### src/rtl/pipe_stage_reg_if.sv
// ============================================================================
// Module      : pipe_stage_reg_if
// Description : Handshake/payload bundle for pipe_stage_reg. Optional counters
//               appear when PIPE_STAGE_PERF_EN is defined.
// Revision    : 1.0 - initial release
// ============================================================================
`default_nettype none

interface pipe_stage_reg_if #(
    parameter int DATA_W = 128,
    parameter int CTRL_W = 8,
    parameter int CNT_W  = 16
);
    logic              flush_i;
    logic              valid_i;
    logic              ready_o;
    logic [DATA_W-1:0] data_i;
    logic [CTRL_W-1:0] ctrl_i;
    logic              valid_o;
    logic              ready_i;
    logic [DATA_W-1:0] data_o;
    logic [CTRL_W-1:0] ctrl_o;
    logic [1:0]        count_o;
`ifdef PIPE_STAGE_PERF_EN
    logic [CNT_W-1:0]  stall_cnt_o;
    logic [CNT_W-1:0]  accept_cnt_o;
`endif

    modport slave (
        input  flush_i, valid_i, data_i, ctrl_i, ready_i,
`ifdef PIPE_STAGE_PERF_EN
        output stall_cnt_o, accept_cnt_o,
`endif
        output ready_o, valid_o, data_o, ctrl_o, count_o
    );

    modport master (
        output flush_i, valid_i, data_i, ctrl_i, ready_i,
`ifdef PIPE_STAGE_PERF_EN
        input  stall_cnt_o, accept_cnt_o,
`endif
        input  ready_o, valid_o, data_o, ctrl_o, count_o
    );
endinterface

`default_nettype wire

### src/rtl/pipe_stage_reg.sv
// ============================================================================
// Module      : pipe_stage_reg
// Description : 2-entry in-order pipeline register (head + skid) with
//               registered ready; optional counters under PIPE_STAGE_PERF_EN.
// Revision    : 1.0 - initial release
// ============================================================================
`default_nettype none

module pipe_stage_reg #(
    parameter int DATA_W = 128,
    parameter int CTRL_W = 8,
    parameter int CNT_W  = 16
) (
    input  wire logic       clk_i,
    input  wire logic       rst_i,
    pipe_stage_reg_if.slave bus
);

    typedef enum logic [1:0] {
        S_EMPTY = 2'd0,
        S_ONE   = 2'd1,
        S_FULL  = 2'd2
    } state_t;

    state_t            r_state;
    state_t            w_state_nxt;
    logic [DATA_W-1:0] r_head_data;
    logic [CTRL_W-1:0] r_head_ctrl;
    logic [DATA_W-1:0] r_skid_data;
    logic [CTRL_W-1:0] r_skid_ctrl;

    logic w_ready;
    logic w_valid;
    logic w_in;
    logic w_out;
    logic w_head_ld;
    logic w_head_from_skid;
    logic w_skid_ld;

    // Ready never looks at ready_i, so the upstream path stays register-bounded.
    assign w_ready = (r_state != S_FULL) && !rst_i;
    assign w_valid = (r_state != S_EMPTY);
    assign w_in    = bus.valid_i && w_ready;
    assign w_out   = w_valid && bus.ready_i;

    always_comb begin
        w_state_nxt      = r_state;
        w_head_ld        = 1'b0;
        w_head_from_skid = 1'b0;
        w_skid_ld        = 1'b0;
        if (bus.flush_i) begin
            w_state_nxt = S_EMPTY;
        end else begin
            case (r_state)
                S_EMPTY: begin
                    if (w_in) begin
                        w_state_nxt = S_ONE;
                        w_head_ld   = 1'b1;
                    end
                end
                S_ONE: begin
                    if (w_in && w_out) begin
                        w_head_ld = 1'b1;
                    end else if (w_in) begin
                        w_state_nxt = S_FULL;
                        w_skid_ld   = 1'b1;
                    end else if (w_out) begin
                        w_state_nxt = S_EMPTY;
                    end
                end
                S_FULL: begin
                    if (w_out) begin
                        w_state_nxt      = S_ONE;
                        w_head_from_skid = 1'b1;
                    end
                end
                default: w_state_nxt = S_EMPTY;
            endcase
        end
    end

    always_ff @(posedge clk_i) begin
        if (rst_i) begin
            r_state     <= S_EMPTY;
            r_head_data <= '0;
            r_head_ctrl <= '0;
            r_skid_data <= '0;
            r_skid_ctrl <= '0;
        end else begin
            r_state <= w_state_nxt;
            if (w_head_ld) begin
                r_head_data <= bus.data_i;
                r_head_ctrl <= bus.ctrl_i;
            end else if (w_head_from_skid) begin
                r_head_data <= r_skid_data;
                r_head_ctrl <= r_skid_ctrl;
            end
            if (w_skid_ld) begin
                r_skid_data <= bus.data_i;
                r_skid_ctrl <= bus.ctrl_i;
            end
        end
    end

    assign bus.ready_o = w_ready;
    assign bus.valid_o = w_valid;
    assign bus.data_o  = r_head_data;
    assign bus.ctrl_o  = w_valid ? r_head_ctrl : '0;
    assign bus.count_o = r_state;

`ifdef PIPE_STAGE_PERF_EN
    localparam logic [CNT_W-1:0] c_CNT_ONE = {{(CNT_W-1){1'b0}}, 1'b1};

    logic [CNT_W-1:0] r_stall_cnt;
    logic [CNT_W-1:0] r_accept_cnt;

    // Both counters saturate at all-ones rather than wrapping.
    always_ff @(posedge clk_i) begin
        if (rst_i) begin
            r_stall_cnt  <= '0;
            r_accept_cnt <= '0;
        end else begin
            if (w_valid && !bus.ready_i && (r_stall_cnt != '1)) begin
                r_stall_cnt <= r_stall_cnt + c_CNT_ONE;
            end
            if (w_in && (r_accept_cnt != '1)) begin
                r_accept_cnt <= r_accept_cnt + c_CNT_ONE;
            end
        end
    end

    assign bus.stall_cnt_o  = r_stall_cnt;
    assign bus.accept_cnt_o = r_accept_cnt;
`endif

endmodule

`default_nettype wire

### src/flat_wrapper.sv
// flat-port wrapper written by rule: the top's interface ports become plain ports
module pipe_stage_reg_flat 
#(
    parameter int DATA_W = 128,
    parameter int CTRL_W = 8,
    parameter int CNT_W  = 16
)
  (clk_i, rst_i, bus_flush_i, bus_valid_i, bus_data_i, bus_ctrl_i, bus_ready_i, bus_ready_o, bus_valid_o, bus_data_o, bus_ctrl_o, bus_count_o);
  pipe_stage_reg_if #(.DATA_W(DATA_W), .CTRL_W(CTRL_W), .CNT_W(CNT_W)) bus_i ();
  input  wire logic clk_i;
  input  wire logic rst_i;
  input wire logic [$bits(bus_i.flush_i)-1:0] bus_flush_i;
  input wire logic [$bits(bus_i.valid_i)-1:0] bus_valid_i;
  input wire logic [$bits(bus_i.data_i)-1:0] bus_data_i;
  input wire logic [$bits(bus_i.ctrl_i)-1:0] bus_ctrl_i;
  input wire logic [$bits(bus_i.ready_i)-1:0] bus_ready_i;
  output wire logic [$bits(bus_i.ready_o)-1:0] bus_ready_o;
  output wire logic [$bits(bus_i.valid_o)-1:0] bus_valid_o;
  output wire logic [$bits(bus_i.data_o)-1:0] bus_data_o;
  output wire logic [$bits(bus_i.ctrl_o)-1:0] bus_ctrl_o;
  output wire logic [$bits(bus_i.count_o)-1:0] bus_count_o;
  assign bus_i.flush_i = bus_flush_i;
  assign bus_i.valid_i = bus_valid_i;
  assign bus_i.data_i = bus_data_i;
  assign bus_i.ctrl_i = bus_ctrl_i;
  assign bus_i.ready_i = bus_ready_i;
  assign bus_ready_o = bus_i.ready_o;
  assign bus_valid_o = bus_i.valid_o;
  assign bus_data_o = bus_i.data_o;
  assign bus_ctrl_o = bus_i.ctrl_o;
  assign bus_count_o = bus_i.count_o;
  pipe_stage_reg #(.DATA_W(DATA_W), .CTRL_W(CTRL_W), .CNT_W(CNT_W)) u_core (.clk_i(clk_i), .rst_i(rst_i), .bus(bus_i));
endmodule
### config.mk
export PLATFORM = sky130hd
export DESIGN_NAME = pipe_stage_reg_flat
export DESIGN_NICKNAME = d
export VERILOG_FILES = /design/src/rtl/pipe_stage_reg_if.sv /design/src/rtl/pipe_stage_reg.sv /design/src/flat_wrapper.sv
export SDC_FILE = /design/constraint.sdc
export NUM_CORES = 1
export LEC_CHECK = 0
export CAP_MARGIN = 30
export CORE_MARGIN = 1.5
export CORE_UTILIZATION = 54
export DETAILED_ROUTE_END_ITERATION = 10
export MAX_ROUTING_LAYER = met4
export PLACE_DENSITY = 0.86
export REMOVE_ABC_BUFFERS = 1
export SYNTH_ARGS = -nofsm -noshare
export SYNTH_HDL_FRONTEND = slang
export SYNTH_SLANG_ARGS = --single-unit
### constraint.sdc
create_clock -name clk_i -period 3.62 [get_ports clk_i]
set_clock_uncertainty 0.05 [all_clocks]
set_input_delay 0.543 -clock clk_i [delete_from_list [all_inputs] [get_ports clk_i]]
set_output_delay 0.543 -clock clk_i [all_outputs]
set_load 0.02 [all_outputs]
==> summary.md <==
### Placed design
• final weighted congestion of routability-driven global placement: 0.7654
• DP HPWL: 20330 um
• number of input and output port buffers inserted: 280
• Placed Area: 14490 um2

### Clock network
• post-cts repair resize count: 0
• Skew-Pair Late Insertion Delay: 0.53 ns
• Clock Root Buffer: sky130_fd_sc_hd__clkbuf_16
• clock edge transition at the registers on the reported setup and hold paths: 0.06 ns
• # Post-CTS Setup Buffers: 0
• CTS tree: built
• number of buffers added by the clock tree synthesis step: 28
• number of levels the H-tree was split into: 1
• Sink Count: 274
• maximum clock path buffer count: 3
• CTS hold repair buffers: 0

### STA
• number of hold-slack violations in the final timing report: 0
• Fmax: 353.7 MHz
• Final Slew Violations: 0
• number of failing setup endpoints in the final timing report: 0
• worst-case hold slack: 0.4116 ns
• post-route fraction of the period consumed by the critical path: 78.11%
• Max-Slew Margin vs Limit: 42.75%
• actual slew at the worst max-slew pin: 0.8588 ns
• final critical-path required period: 2.827 ns
• unrepaired setup endpoints after global routing: false

### Power
• internal power summed over all cells: 5052 uW
• Worst VDD drop: 0.3616 mV
• logic gate share of total power: 11.9%
• Leak Pwr: 0.004855 uW
• part of the power in registers: 47.1%
• Switching Share: 24.74%
• total net switching power: 1661 uW
• Cell Pwr Density: 436.8 nW/um2
• clock network fraction of design power: 41.1%

### Yosys
• Top FF cell, synth: sky130_fd_sc_hd__dfxtp_1
• Post-Synthesis Cell Area: 11790 um2
• largest cells by area after synthesis: sky130_fd_sc_hd__dfxtp_1 47%, sky130_fd_sc_hd__a311oi_1 10%, sky130_fd_sc_hd__nand2_1 8.7%, sky130_fd_sc_hd__nor3_2 6.3%, sky130_fd_sc_hd__a21oi_1 5.9%
• fraction of synthesis flops using an asynchronous set or reset pin: 0%
• sequential area share after synthesis: 46.51%
• top cell type by total area after synthesis: sky130_fd_sc_hd__dfxtp_1
• number of instances in the synthesized netlist: 1421
• Synth Register Bits: 274
• average size of a mapped cell: 8.300 um2
• area share of the leading cell type in the synthesized netlist: 46.51%
• synthesis warning total: 0
• most numerous cell in the Yosys netlist: sky130_fd_sc_hd__dfxtp_1
• most used standard cells in the synthesized netlist: 274 x sky130_fd_sc_hd__dfxtp_1, 273 x sky130_fd_sc_hd__nand2_1, 138 x sky130_fd_sc_hd__a21oi_1, 136 x sky130_fd_sc_hd__a311oi_1, 136 x sky130_fd_sc_hd__nand3_1
• number of library cell types mapped by synthesis: 27
• number of enable flip-flop cells after synthesis: 0

### GRT
• initial antenna violation count: 1
• pin count of the biggest net entering global routing: 187
• number of global-route vias before repair: 10850
• overflow left after global routing: 0
• global-route wire length before repair: 54490 um
• global-route usage over all layers: 29.99%

### Floorplanning
• overall die width: 150.8 um
• # IOs: 281
• starting density of the core: 55.58%
• Die Y: 150.8 um
• Core Box Area: 21220 um2
• Die Footprint: 22740 um2
• total number of placement rows: 53

### Drt
• via-per-instance ratio: 6.159
• average detailed-routed wire length per instance: 18.54 um
• routed via count: 11590
• First DRT Iteration DRCs: 977
• DRC violation count after routing: 0
• DRT antenna net count: 0
• number of iterations in the first detailed-routing pass: 8
• overall routed net length: 34890 um

### Outcome
• outcome: complete, no violations

### Critical path
• worst-path cell with the longest stage delay: sky130_fd_sc_hd__clkdlybuf4s50_1
• critical setup path kind: reg2out
• delay of the slowest cell on the worst path: 0.58 ns
• number of cells on the worst reg-to-reg path: 4
• critical path data required time: 3.03 ns
• element type at the critical path end: output port
• worst path cell trace: nor2_1 -> nor2b_1 -> clkdlybuf4s50_1
• biggest fanout along the worst timing path: 10
• arrival time at the worst endpoint: 2.23 ns
• startpoint types: flip-flop

### Cells and area
• area overhead of the layout relative to synthesis: 30.32%
• final non-filler cell area: 15370 um2
• net total in the final layout: 1727
• Filler Cells Inserted: 1585
• fraction of layout instances using a drive strength above 1: 9.278%

### Hold path
• hold path depth: 2
• Tightest Hold Check Type: reg2reg

### Job
• Max-cap violations: 0

-- final timing paths --
| kind | start | end | slack, ns |
|---|---|---|---|
| setup / recovery | u_core.bus.count_o[1]$_SDFFE_PP0P_ | bus_ctrl_o[7] | 0.79 |
| hold / removal | u_core.r_skid_data[94]$_SDFFE_PP0P_ | u_core.r_skid_data[94]$_SDFFE_PP0P_ | 0.41 |
| setup reg to reg | u_core.bus.count_o[1]$_SDFFE_PP0P_ | u_core.bus.data_o[9]$_SDFFE_PP0P_ | 1.22 |
| hold reg to reg | u_core.r_skid_data[94]$_SDFFE_PP0P_ | u_core.r_skid_data[94]$_SDFFE_PP0P_ | 0.41 |
-- worst max-delay path: cells and delay by family (launching register included) --
kind	cells	cell delay [ns]
simple gates	2	0.69
buf+inv	1	0.58
flops	1	0.44
-- per-stage QoR --
stage               std cells  util (%)  TNS (ns)  worst slack (ns)  power, uW
floorplan                1255         -  -2320.63            -8.596       3517
global placement         1830     68.21         0            0.8535       3998
detailed placement       1831     68.30         0            0.7936       4011
CTS                      1881     72.42         0            0.7218       6726
global route             1882     72.43         0            0.6987       6920
finish                   1882     72.43         0            0.7925       6713
-- layout by cell type (no fill, tap or decap), drive strengths merged --
cell             n
nand4bb          1
and4bb           1
nand2b           1
a311oi         136
nand3          136
nor2b           11
clkinv           4
inv              1
dfxtp          274
o21a             1
diode            1
clkdlybuf4s50  279
nand2          274
nor4             1
nor2             4
buf             21
or4b             1
nor4b            1
or3b             1
clkbuf          47
o21ai          136
a21oi          138
nor3           136
mux2i            1
-- cells by family after synthesis --
kind of cell / count (synthesis) / share of synthesized area, %
AND/OR/NAND/NOR: 568 / 24.76
AO/OA/AOI/OAI: 411 / 21.98
flip-flops: 274 / 46.51
buffers and inverters: 167 / 6.662
multiplexers: 1 / 0.08488
-- power groups by stage --
stage | logic (uW) | clock network (uW) | registers [uW]
floorplan | 215 | 0 | 3300
global placement | 775 | 0 | 3220
detailed placement | 789 | 0 | 3220
CTS | 793 | 2770 | 3160
global route | 843 | 2910 | 3170
finish | 797 | 2760 | 3160
-- layout make-up --
class                           instances  area, um2  share of cell area (%)
Tap cell                              275      344.1                   2.239
Inverter                                1      3.754                 0.02442
Sequential cell                       274       5485                   35.69
Clock inverter                          4      23.77                  0.1547
Multi-Input combinational cell        980       5572                   36.25
Timing Repair Buffer                  301       3089                   20.10
Antenna cell                            1      2.502                 0.01628
Clock buffer                           46      849.6                   5.528
-- flip-flops by register name (all words and copies together) (netlist names) --
signal              cells
u_core.bus.count_o      2
u_core.r_skid_data    128
u_core.r_skid_ctrl      8
u_core.bus.data_o     128
u_core.r_head_ctrl      8
-- per-layer routing --
metal	wire, um	vias up	GRT usage [%]	part of all wire [%]
li1	-	5446	-	-
met1	14130	5493	39.75	40
met2	16730	579	46.96	48
met3	3151	74	4.608	9.0
met4	881	0	9.951	2.5
met5	0	-	-	0
(Power assumes the default switching activity.)
